===== config.mk =====
export PLATFORM = sky130hd
export DESIGN_NAME = pipe_skid_reg
export DESIGN_NICKNAME = d
export VERILOG_FILES = /design/src/rtl/pipe_skid_reg.sv
export SDC_FILE = /design/constraint.sdc
export NUM_CORES = 1
export LEC_CHECK = 0
export ABC_AREA = 1
export BUFFER_PORTS_ARGS = -buffer_cell sky130_fd_sc_hd__buf_4
export CORE_UTILIZATION = 46
export CTS_CLUSTER_DIAMETER = 50
export DETAILED_ROUTE_END_ITERATION = 8
export MAX_ROUTING_LAYER = met4
export PLACE_DENSITY = 0.73
export SKIP_CTS_REPAIR_TIMING = 1
export SYNTH_ARGS = -nofsm -noshare
export SYNTH_HDL_FRONTEND = slang
export SYNTH_SLANG_ARGS = --single-unit

===== constraint.sdc =====
create_clock -name clk -period 2.95 [get_ports clk]
set_input_delay 0.59 -clock clk [delete_from_list [all_inputs] [get_ports clk]]
set_output_delay 0.59 -clock clk [all_outputs]
set_load 0.01 [all_outputs]

===== src/rtl/pipe_skid_reg.sv =====
// -----------------------------------------------------------------------------
// pipe_skid_reg
//
// Reusable pipeline stage register with a valid/ready handshake and a
// one-entry skid buffer. It replaces a fixed inter-stage latch (ID/EX, EX/MEM,
// MEM/WB) and adds back-pressure, a whole-stage flush, and a per-entry control
// squash that turns the presented entry into a bubble while it keeps its
// payload.
//
// Storage is a main register, which drives the outputs, and a skid register
// that absorbs the single entry still in flight when downstream stalls.
// Every output comes straight from a flop, so there is no combinational path
// from any input to any output. In particular, in_ready does not follow
// out_ready within the same cycle.
//
// Parameters
//   DATA_W       payload width
//   CTRL_W       control-word width
//   CTRL_BUBBLE  control value shown for an empty or squashed slot
//
// Ports
//   clk        in   rising-edge clock
//   rst_n      in   asynchronous active-low reset
//   flush      in   synchronous; discards every held entry
//   squash     in   synchronous; bubbles the presented entry's control word
//   in_valid   in   upstream entry valid
//   in_ready   out  block can accept (registered)
//   in_data    in   upstream payload
//   in_ctrl    in   upstream control word
//   out_valid  out  entry presented downstream (registered)
//   out_ready  in   downstream accepts
//   out_data   out  presented payload (registered)
//   out_ctrl   out  presented control word (registered)
//   occupancy  out  number of held entries, 0..2 (registered)
// -----------------------------------------------------------------------------
module pipe_skid_reg #(
    parameter int                DATA_W      = 128,
    parameter int                CTRL_W      = 16,
    parameter logic [CTRL_W-1:0] CTRL_BUBBLE = {CTRL_W{1'b0}}
) (
    input  logic              clk,
    input  logic              rst_n,
    input  logic              flush,
    input  logic              squash,
    input  logic              in_valid,
    output logic              in_ready,
    input  logic [DATA_W-1:0] in_data,
    input  logic [CTRL_W-1:0] in_ctrl,
    output logic              out_valid,
    input  logic              out_ready,
    output logic [DATA_W-1:0] out_data,
    output logic [CTRL_W-1:0] out_ctrl,
    output logic [1:0]        occupancy
);

    // Occupancy-encoded states. The encoding equals the entry count, so the
    // occupancy flop loads the same value as the state register.
    typedef enum logic [1:0] {
        ST_EMPTY = 2'd0,  // nothing held
        ST_ONE   = 2'd1,  // main valid
        ST_FULL  = 2'd2   // main and skid valid
    } state_e;

    // What the main register loads on the coming edge.
    typedef enum logic [1:0] {
        MAIN_HOLD   = 2'd0,  // keep data and control
        MAIN_IN     = 2'd1,  // take the upstream entry
        MAIN_SKID   = 2'd2,  // promote the skid entry
        MAIN_BUBBLE = 2'd3   // control to CTRL_BUBBLE, data kept
    } main_op_e;

    state_e            state_q;
    state_e            state_d;
    main_op_e          main_op;
    logic              skid_load;

    logic [DATA_W-1:0] main_data_q;
    logic [CTRL_W-1:0] main_ctrl_q;
    logic [DATA_W-1:0] skid_data_q;
    logic [CTRL_W-1:0] skid_ctrl_q;
    logic              out_valid_q;
    logic              in_ready_q;
    logic [1:0]        occupancy_q;

    logic              accept;
    logic              pop;

    // The handshake uses only registered qualifiers, so upstream and
    // downstream timing stay decoupled.
    assign accept = in_valid & in_ready_q;
    assign pop    = out_valid_q & out_ready;

    // -------------------------------------------------------------------------
    // Next-state and datapath steering
    // -------------------------------------------------------------------------
    // NOTE: every signal assigned here gets a default on entry, so no path
    // leaves a value unassigned and no latch is inferred.
    always_comb begin
        state_d   = state_q;
        main_op   = MAIN_HOLD;
        skid_load = 1'b0;

        if (flush) begin
            // A flush overrides everything. A same-cycle accept is dropped,
            // and a same-cycle pop has already been seen downstream.
            state_d = ST_EMPTY;
            main_op = MAIN_BUBBLE;
        end else begin
            unique case (state_q)
                ST_EMPTY: begin
                    // out_valid is 0 here, so neither pop nor squash applies.
                    if (accept) begin
                        main_op = MAIN_IN;
                        state_d = ST_ONE;
                    end
                end

                ST_ONE: begin
                    if (accept && pop) begin
                        // Pass-through at full rate. The new entry replaces
                        // the leaving one, and a squash on the leaving entry
                        // is moot.
                        main_op = MAIN_IN;
                    end else if (accept) begin
                        // Downstream stalled with one entry in flight. Park
                        // the new entry in the skid register. A squash here
                        // still applies to the presented main entry.
                        skid_load = 1'b1;
                        state_d   = ST_FULL;
                        if (squash) begin
                            main_op = MAIN_BUBBLE;
                        end
                    end else if (pop) begin
                        state_d = ST_EMPTY;
                        main_op = MAIN_BUBBLE;
                    end else if (squash) begin
                        main_op = MAIN_BUBBLE;
                    end
                end

                ST_FULL: begin
                    // in_ready is 0 in FULL, so accept cannot occur here.
                    if (pop) begin
                        main_op = MAIN_SKID;
                        state_d = ST_ONE;
                    end else if (squash) begin
                        main_op = MAIN_BUBBLE;
                    end
                end

                default: begin
                    // Unused encoding: recover to a clean empty stage.
                    state_d = ST_EMPTY;
                    main_op = MAIN_BUBBLE;
                end
            endcase
        end
    end

    // -------------------------------------------------------------------------
    // State and registered handshake/status outputs
    // -------------------------------------------------------------------------
    // NOTE: sequential state uses non-blocking assignments so that every flop
    // samples values from before the edge, whatever order the blocks run in.
    always_ff @(posedge clk or negedge rst_n) begin
        if (!rst_n) begin
            state_q     <= ST_EMPTY;
            out_valid_q <= 1'b0;
            in_ready_q  <= 1'b1;
            occupancy_q <= 2'd0;
        end else begin
            state_q     <= state_d;
            out_valid_q <= (state_d != ST_EMPTY);
            in_ready_q  <= (state_d != ST_FULL);
            occupancy_q <= state_d;
        end
    end

    // -------------------------------------------------------------------------
    // Main register (drives the outputs)
    // -------------------------------------------------------------------------
    // NOTE: the wide payload registers are reset on purpose. A defined zero on
    // out_data and in the skid register after reset is part of the block's
    // contract, so downstream never sees X payloads on bubbles.
    always_ff @(posedge clk or negedge rst_n) begin
        if (!rst_n) begin
            main_data_q <= '0;
            main_ctrl_q <= CTRL_BUBBLE;
        end else begin
            unique case (main_op)
                MAIN_IN: begin
                    main_data_q <= in_data;
                    main_ctrl_q <= in_ctrl;
                end
                MAIN_SKID: begin
                    main_data_q <= skid_data_q;
                    main_ctrl_q <= skid_ctrl_q;
                end
                MAIN_BUBBLE: begin
                    // The payload is kept, and only the control word is
                    // neutralised.
                    main_ctrl_q <= CTRL_BUBBLE;
                end
                default: begin
                    // MAIN_HOLD: keep the current contents.
                end
            endcase
        end
    end

    // -------------------------------------------------------------------------
    // Skid register
    // -------------------------------------------------------------------------
    // A flush does not clear it. Leaving the FULL state makes its contents
    // dead, and they are overwritten before they are used again.
    always_ff @(posedge clk or negedge rst_n) begin
        if (!rst_n) begin
            skid_data_q <= '0;
            skid_ctrl_q <= '0;
        end else if (skid_load) begin
            skid_data_q <= in_data;
            skid_ctrl_q <= in_ctrl;
        end
    end

    assign in_ready  = in_ready_q;
    assign out_valid = out_valid_q;
    assign out_data  = main_data_q;
    assign out_ctrl  = main_ctrl_q;
    assign occupancy = occupancy_q;

    // -------------------------------------------------------------------------
    // Structural invariants
    // -------------------------------------------------------------------------
    a_occ_range : assert property (@(posedge clk) disable iff (!rst_n)
        occupancy_q != 2'd3);

    a_valid_matches_state : assert property (@(posedge clk) disable iff (!rst_n)
        out_valid_q == (state_q != ST_EMPTY));

    a_ready_matches_state : assert property (@(posedge clk) disable iff (!rst_n)
        in_ready_q == (state_q != ST_FULL));

    a_empty_is_bubble : assert property (@(posedge clk) disable iff (!rst_n)
        !out_valid_q |-> (main_ctrl_q == CTRL_BUBBLE));

endmodule

==> impl_metrics.tcl, run 1 <==
set metrics [dict create \
    fp.dieH_um 171 \
    mappedNetlistNets 1444 \
    tritoncts_clock_tree "built" \
    ys_seq_elements 292 \
    multi_input_area_sq_um 4680 \
    timing.final.setup_violations 0 \
    drive_gt1_share_pct 32.8 \
    cts.sinks 292 \
    antenna-diode-count 0 \
    netlist_instances 1291 \
    yosysWarnings 0 \
    grt_residual_overflow 0 \
    hold_slack_ns 0.336 \
    dp.final_hpwl_mm 20.3 \
    numPlacedInstances 1899 \
    cp-end-kind "flip-flop" \
    final.period_utilization_pct 79.8 \
    cp_max_fo 34 \
    hp-class "in -> reg" \
    syn-cell-area_sq_um 13100 \
    cts_htree_levels 2 \
    grt_max_degree 141 \
    worst_slew_pin_slew_ns 0.779 \
    synth.largest_area_cell "sky130_fd_sc_hd__dfrtp_1" \
    initial_core_util_pct 47.0 \
    final-seq-area_sq_um 7310 \
    route.final.wire_length_mm 30.4 \
    clock_insertion_delay_worst_skew_ns 0.51 \
    vias 10100 \
    cts_made_buffers 36 \
    areaGrowthSynthToFinish_pct 28.0 \
    grt_first_pass_wirelength_mm 49.4 \
    critPathLaunchType "flip-flop" \
    antenna_nets_post_route 0 \
    clock_pin_slew_on_the_worst_setup_and_hold_paths_ns 0.06 \
    powerDensity_nw_per_um2 1010 \
    rsz0062_at_grt "no" \
    hold_viol_final 0 \
    top_cells_by_area_in_the_synthesized_netlist "sky130_fd_sc_hd__dfrtp_1 (55%), sky130_fd_sc_hd__nand2_1 (9.0%), sky130_fd_sc_hd__o21ai_2 (8.6%)" \
    max-slew-margin-rel_pct 48.1 \
    worstPathRequired_ns 3.34 \
    clk_path_buf_depth 3 \
    number_of_cell_rows 61 \
    drv_slew 0 \
    port_buffers 297 \
    finalWeightedCongestion 0.831 \
    total_of_fill_cells_in_the_finished_design 2414 \
    stdcell_count 1964 \
    drc 0 \
    max-cap-violations 0 \
    root_buffer "sky130_fd_sc_hd__clkbuf_16" \
    io-pin-count 298 \
    grt_usage_pct 21.7 \
    chipWidth_um 171 \
    synth_sequential_area_ratio_pct 55.6 \
    count_of_different_cell_masters_after_synthesis 24 \
    avgRoutedWirePerCell_um 15.5 \
    number_of_global_route_vias_before_repair 9854 \
    core_area_sq_um 27900 \
    ir_drop_mv 0.640 \
    timing.final.ws_setup_ns 0.595 \
    cp_data_arrival_time_ns 2.74 \
    setup_total_negative_slack_ns 0 \
    drtPass1Iterations 5 \
    final_net_count 1713 \
    initial_antenna_violation_count 0 \
    total_leakage_power_nw 7.91 \
    post_synth.cell_area_avg_sq_um 10.2 \
    synth_top_area_share_pct 55.4 \
    finalWorstPathRequiredPeriod_ns 2.35 \
    fp.dieArea_sq_um 29200 \
    criticalPathCategory "reg -> reg" \
    dp_slack_ns 0.367 \
    finalClockSkew_ns 0.0142 \
    vias_per_cell 5.15 \
    run_status "completed" \
    initial_drt_markers 887 \
    max_clock_freq_ghz 0.425 \
]
[layout by cell type, fill, tap and decap left out]
| cell type | synthesis | layout |
|---|---|---|
| sky130_fd_sc_hd__nor2_8 | 1 | 1 |
| sky130_fd_sc_hd__dlygate4sd3_1 | 0 | 1 |
| sky130_fd_sc_hd__nand2_2 | 2 | 2 |
| sky130_fd_sc_hd__o211ai_1 | 128 | 128 |
| sky130_fd_sc_hd__a21boi_0 | 1 | 1 |
| sky130_fd_sc_hd__clkinv_4 | 0 | 2 |
| sky130_fd_sc_hd__buf_8 | 0 | 1 |
| sky130_fd_sc_hd__a21oi_4 | 1 | 1 |
| sky130_fd_sc_hd__a21oi_1 | 1 | 1 |
| sky130_fd_sc_hd__o21a_1 | 128 | 128 |
| sky130_fd_sc_hd__dfrtp_1 | 291 | 291 |
| sky130_fd_sc_hd__clkbuf_1 | 27 | 5 |
| sky130_fd_sc_hd__nand2_1 | 315 | 315 |
| sky130_fd_sc_hd__o21ai_0 | 17 | 17 |
| sky130_fd_sc_hd__buf_4 | 9 | 308 |
| sky130_fd_sc_hd__inv_2 | 1 | 1 |
| sky130_fd_sc_hd__nand2_8 | 0 | 1 |
| sky130_fd_sc_hd__dfstp_2 | 1 | 1 |
| sky130_fd_sc_hd__clkinv_2 | 0 | 6 |
| sky130_fd_sc_hd__bufinv_16 | 0 | 2 |
| sky130_fd_sc_hd__nor2_1 | 3 | 3 |
| sky130_fd_sc_hd__buf_12 | 0 | 15 |
| sky130_fd_sc_hd__clkinvlp_4 | 0 | 1 |
| sky130_fd_sc_hd__ha_1 | 3 | 2 |
| sky130_fd_sc_hd__clkbuf_8 | 0 | 5 |
| sky130_fd_sc_hd__ha_4 | 0 | 1 |
| sky130_fd_sc_hd__inv_8 | 0 | 1 |
| sky130_fd_sc_hd__a22oi_1 | 16 | 16 |
| sky130_fd_sc_hd__inv_1 | 138 | 137 |
| sky130_fd_sc_hd__inv_6 | 0 | 6 |
| sky130_fd_sc_hd__o21ai_2 | 129 | 129 |
| sky130_fd_sc_hd__nand3_1 | 20 | 20 |
| sky130_fd_sc_hd__clkbuf_16 | 0 | 37 |
[final timing paths]
path | start | to | slack, ns | depth (start not counted)
worst max-delay path | out_valid | out_data[24] | 0.60 | 9
worst min-delay path | flush | occupancy[1] | 0.34 | 2
worst max register to register | out_valid | out_data[24] | 0.60 | 9
worst min register to register | skid_ctrl_q[15] | skid_ctrl_q[15] | 0.48 | 2
max in group asynchronous | rst_n | out_data[72] | 1.61 | 3
min in group asynchronous | rst_n | out_data[42] | 0.57 | 2
[synth_stat cells, drive strengths merged]
| library cell | count |
|---|---|
| nand2 | 318 |
| dfrtp | 291 |
| o21ai | 146 |
| inv | 139 |
| o211ai | 128 |
| o21a | 128 |
| buf | 67 |
| clkbuf | 27 |
| nand3 | 20 |
| a22oi | 16 |
| nor2 | 4 |
| ha | 3 |
| a21oi | 2 |
| a21boi | 1 |
| dfstp | 1 |
[cell families after synthesis]
kind of cell    count (synthesis)  synth area share (%)
compound gates                421                  25.0
fa+ha+maj                       3                 0.286
buf+inv                       233                  8.87
flops                         292                  55.6
simple gates                  342                  10.2
[worst max-delay path, cell delays in order, from the launching register on]
cell                       delay (ns)
sky130_fd_sc_hd__dfrtp_1         0.43
sky130_fd_sc_hd__nand2_1         0.13
sky130_fd_sc_hd__nand3_1         0.12
sky130_fd_sc_hd__a21boi_0        0.10
sky130_fd_sc_hd__nor2_1          0.27
sky130_fd_sc_hd__ha_4            0.27
sky130_fd_sc_hd__inv_6           0.26
sky130_fd_sc_hd__buf_4           0.34
sky130_fd_sc_hd__o211ai_1        0.16
sky130_fd_sc_hd__o21a_1          0.14
[metrics by stage]
step | total power [W] | instance area, sq um | util [%]
finish | 0.0171 | 16800 | 60.2
floorplan | 0.0102 | 13100 | -
CTS | 0.0172 | 16800 | 60.1
global placement | 0.0126 | 15600 | 55.9
detailed placement | 0.0128 | 15600 | 55.9
global route | 0.0182 | 16800 | 60.2
[power breakdown]
part,total (W),internal (W),switching (W)
sequential,0.00712,0.00593,0.00120
combinational,0.00560,0.00285,0.00274
clock,0.00433,0.00263,0.00171
[routing by layer]
layer	up-vias	GRT usage [%]	part of all wire, %
met1	4892	29.4	44
met2	316	32.8	47
met4	0	7.53	2.7
li1	4855	-	-
met5	-	-	0
met3	60	3.72	5.9
[area by class of cell]
| cell class | instances | share of cell area [%] |
|---|---|---|
| Clock inverter | 17 | 1.01 |
| Clock buffer | 47 | 6.03 |
| Inverter | 139 | 3.13 |
| Sequential cell | 292 | 43.5 |
| Tap cell | 378 | 2.81 |
| Multi-Input combinational cell | 766 | 27.9 |
| Timing Repair Buffer | 325 | 15.7 |
[flip-flops by register name, indices dropped and copies added, names as in the netlist]
register,count
skid_ctrl_q,16
out_data,128
in_ready,1
skid_data_q,128
occupancy,2
out_ctrl,16
out_valid,1
No activity file was read; power rests on OpenSTA's default activity.
==> run 2: changes to the inputs <==
Settings changed: PLACE_DENSITY 0.73 to 0.75.
Clock period 2.95 ns to 2.1 ns, I/O delays scaled along.
==> run 2 against run 1 <==
Clock power is 48% higher. Routed wire length is 2.6% higher. Clock-buffer cell count is 5 higher. Core utilization is 1.8 points higher. Die area stayed put. Sequential share of layout area is 1.2 points lower. Cell count is 1.9% higher. Worst setup slack worse by 0.45 ns. Sequential power is 40% higher. Largest power group unchanged.
==> impl_metrics.tcl, run 2 (synthesis results as in run 1) <==
set metrics [dict create \
    cp.buffers_inverters 4 \
    cts.sinks 292 \
    final_net_count 1752 \
    finalWorstPathRequiredPeriod_ns 1.96 \
    timing.critical_path.max_delay_family "buffers and inverters" \
    slowest_delay_ns 0.43 \
    cp_data_arrival_time_ns 2.34 \
    vias_per_cell 5.15 \
    worstPathRequired_ns 2.48 \
    dp_slack_ns -0.0809 \
    max-slew-margin-rel_pct 64.4 \
    rsz0062_at_grt "yes" \
    initial_antenna_violation_count 0 \
    grt_max_degree 61 \
    critPathLaunchType "flip-flop" \
    avgRoutedWirePerCell_um 15.6 \
    cp-end-kind "flip-flop" \
    finalClockSkew_ns 0.0119 \
    mostFrequentLayoutCells "sky130_fd_sc_hd__buf_4 (336), sky130_fd_sc_hd__nand2_1 (314), sky130_fd_sc_hd__dfrtp_1 (291)" \
    tritoncts_clock_tree "built" \
    core_area_sq_um 27900 \
    initial_core_util_pct 47.0 \
    ir_drop_mv 0.810 \
    drc 0 \
    root_buffer "sky130_fd_sc_hd__clkbuf_16" \
    criticalPathCategory "reg -> reg" \
    max-cap-violations 0 \
    grt_residual_overflow 0 \
    powerDensity_nw_per_um2 1420 \
    run_status "completed" \
    final_common_cell "sky130_fd_sc_hd__buf_4" \
    hold_viol_final 0 \
    cts_made_buffers 36 \
    final.period_utilization_pct 93.1 \
    number_of_global_route_vias_before_repair 10200 \
    fp.dieH_um 171 \
    finish.instance_area_sq_um 17300 \
    io-pin-count 298 \
    clk_path_buf_depth 3 \
    antenna_nets_post_route 0 \
    drive_gt1_share_pct 34.4 \
    max_clock_freq_ghz 0.511 \
    finish.utilization_pct 61.9 \
    number_of_cell_rows 61 \
    route.final.wire_length_mm 31.2 \
    timing.final.setup_violations 0 \
    port_buffers 297 \
    grt_usage_pct 22.1 \
    total_leakage_power_nw 8.17 \
    critical_path.cell_chain "inv_2 -> nand2_2 -> a21boi_1 -> nor2_2 -> ha_4 -> inv_8 -> buf_16 -> buf_4 -> o21a_1" \
    grt_first_pass_wirelength_mm 50.5 \
    initial_drt_markers 748 \
    timing.final.ws_setup_ns 0.145 \
    timing.critical_path.slowest_stage_cell "sky130_fd_sc_hd__dfrtp_1" \
    cp_max_fo 39 \
    hp-class "in -> reg" \
    vias 10300 \
    fp.dieArea_sq_um 29200 \
    clock_pin_slew_on_the_worst_setup_and_hold_paths_ns 0.06 \
    finalWeightedCongestion 0.828 \
    worst_slew_pin_slew_ns 0.535 \
    areaGrowthSynthToFinish_pct 31.8 \
    chipWidth_um 171 \
    dpl_cell_area_sq_um 16000 \
    drtPass1Iterations 5 \
    numPlacedInstances 1937 \
    dp.final_hpwl_mm 21.4 \
    cts_htree_levels 2 \
    stdcell_count 2002 \
    clock_insertion_delay_worst_skew_ns 0.50 \
    antenna-diode-count 0 \
    drv_slew 0 \
]
run 2: cell types whose count changed in the layout (fill, tap and decap cells not counted), moves of 2 or more:
| cell | before | now |
|---|---|---|
| sky130_fd_sc_hd__buf_4 | 308 | 336 |
| sky130_fd_sc_hd__buf_16 | 0 | 2 |
| sky130_fd_sc_hd__clkbuf_1 | 5 | 7 |
| sky130_fd_sc_hd__bufinv_16 | 2 | 5 |
| sky130_fd_sc_hd__clkinv_2 | 6 | 2 |
| sky130_fd_sc_hd__buf_12 | 15 | 19 |
| sky130_fd_sc_hd__clkinv_4 | 2 | 0 |
| sky130_fd_sc_hd__inv_6 | 6 | 1 |
| sky130_fd_sc_hd__clkinvlp_4 | 1 | 3 |
| sky130_fd_sc_hd__clkbuf_8 | 5 | 8 |
| sky130_fd_sc_hd__buf_6 | 0 | 4 |
run 2: final timing paths:
kind / start / endpoint / cells after the start / slack [ns]
max in group asynchronous: rst_n / skid_data_q[107] / 3 / 0.89
min: in_ctrl[3] / skid_ctrl_q[3] / 3 / 0.16
max reg2reg: occupancy[1] / out_data[71] / 9 / 0.14
min in group asynchronous: rst_n / skid_data_q[15] / 2 / 0.47
min reg2reg: out_data[11] / out_data[11] / 1 / 0.48
max: occupancy[1] / out_data[71] / 9 / 0.14
run 2: layout make-up:
cell class | count | area [sq um]
clock buffers | 52 | 1060
clock inverters | 11 | 191
fillers | 2287 | 10600
inverters | 139 | 529
multi-input cells | 766 | 4690
flip-flops and latches | 292 | 7310
well taps | 378 | 473
repair buffers | 364 | 3050
run 2: worst min-delay path, stage by stage:
cell	delay, ns
sky130_fd_sc_hd__buf_4	0.08
sky130_fd_sc_hd__nand3_1	0.06
sky130_fd_sc_hd__nand2_1	0.06
run 2: per-layer routing:
metal	routed length [um]	vias up	track usage, %	part of all wire (%)
met5	0	-	-	0
met2	15300	315	35.7	49
met4	731	0	6.64	2.3
met3	1620	59	3.31	5.2
li1	-	4929	-	-
met1	13600	5015	28.9	44
run 2: stage by stage:
| stage | hold WS (ns) | setup TNS (ns) | total power [W] |
|---|---|---|---|
| floorplan | 0.124 | 0 | 0.0143 |
| global placement | 0.418 | 0 | 0.0179 |
| detailed placement | 0.419 | -2.81 | 0.0182 |
| CTS | -0.111 | 0 | 0.0248 |
| global route | 0.165 | -0.167 | 0.0262 |
| finish | 0.164 | 0 | 0.0246 |
run 2: where the power goes:
group | internal (W) | switching (W)
Clock | 0.00412 | 0.00231
Sequential | 0.00833 | 0.00167
Combinational | 0.00426 | 0.00394
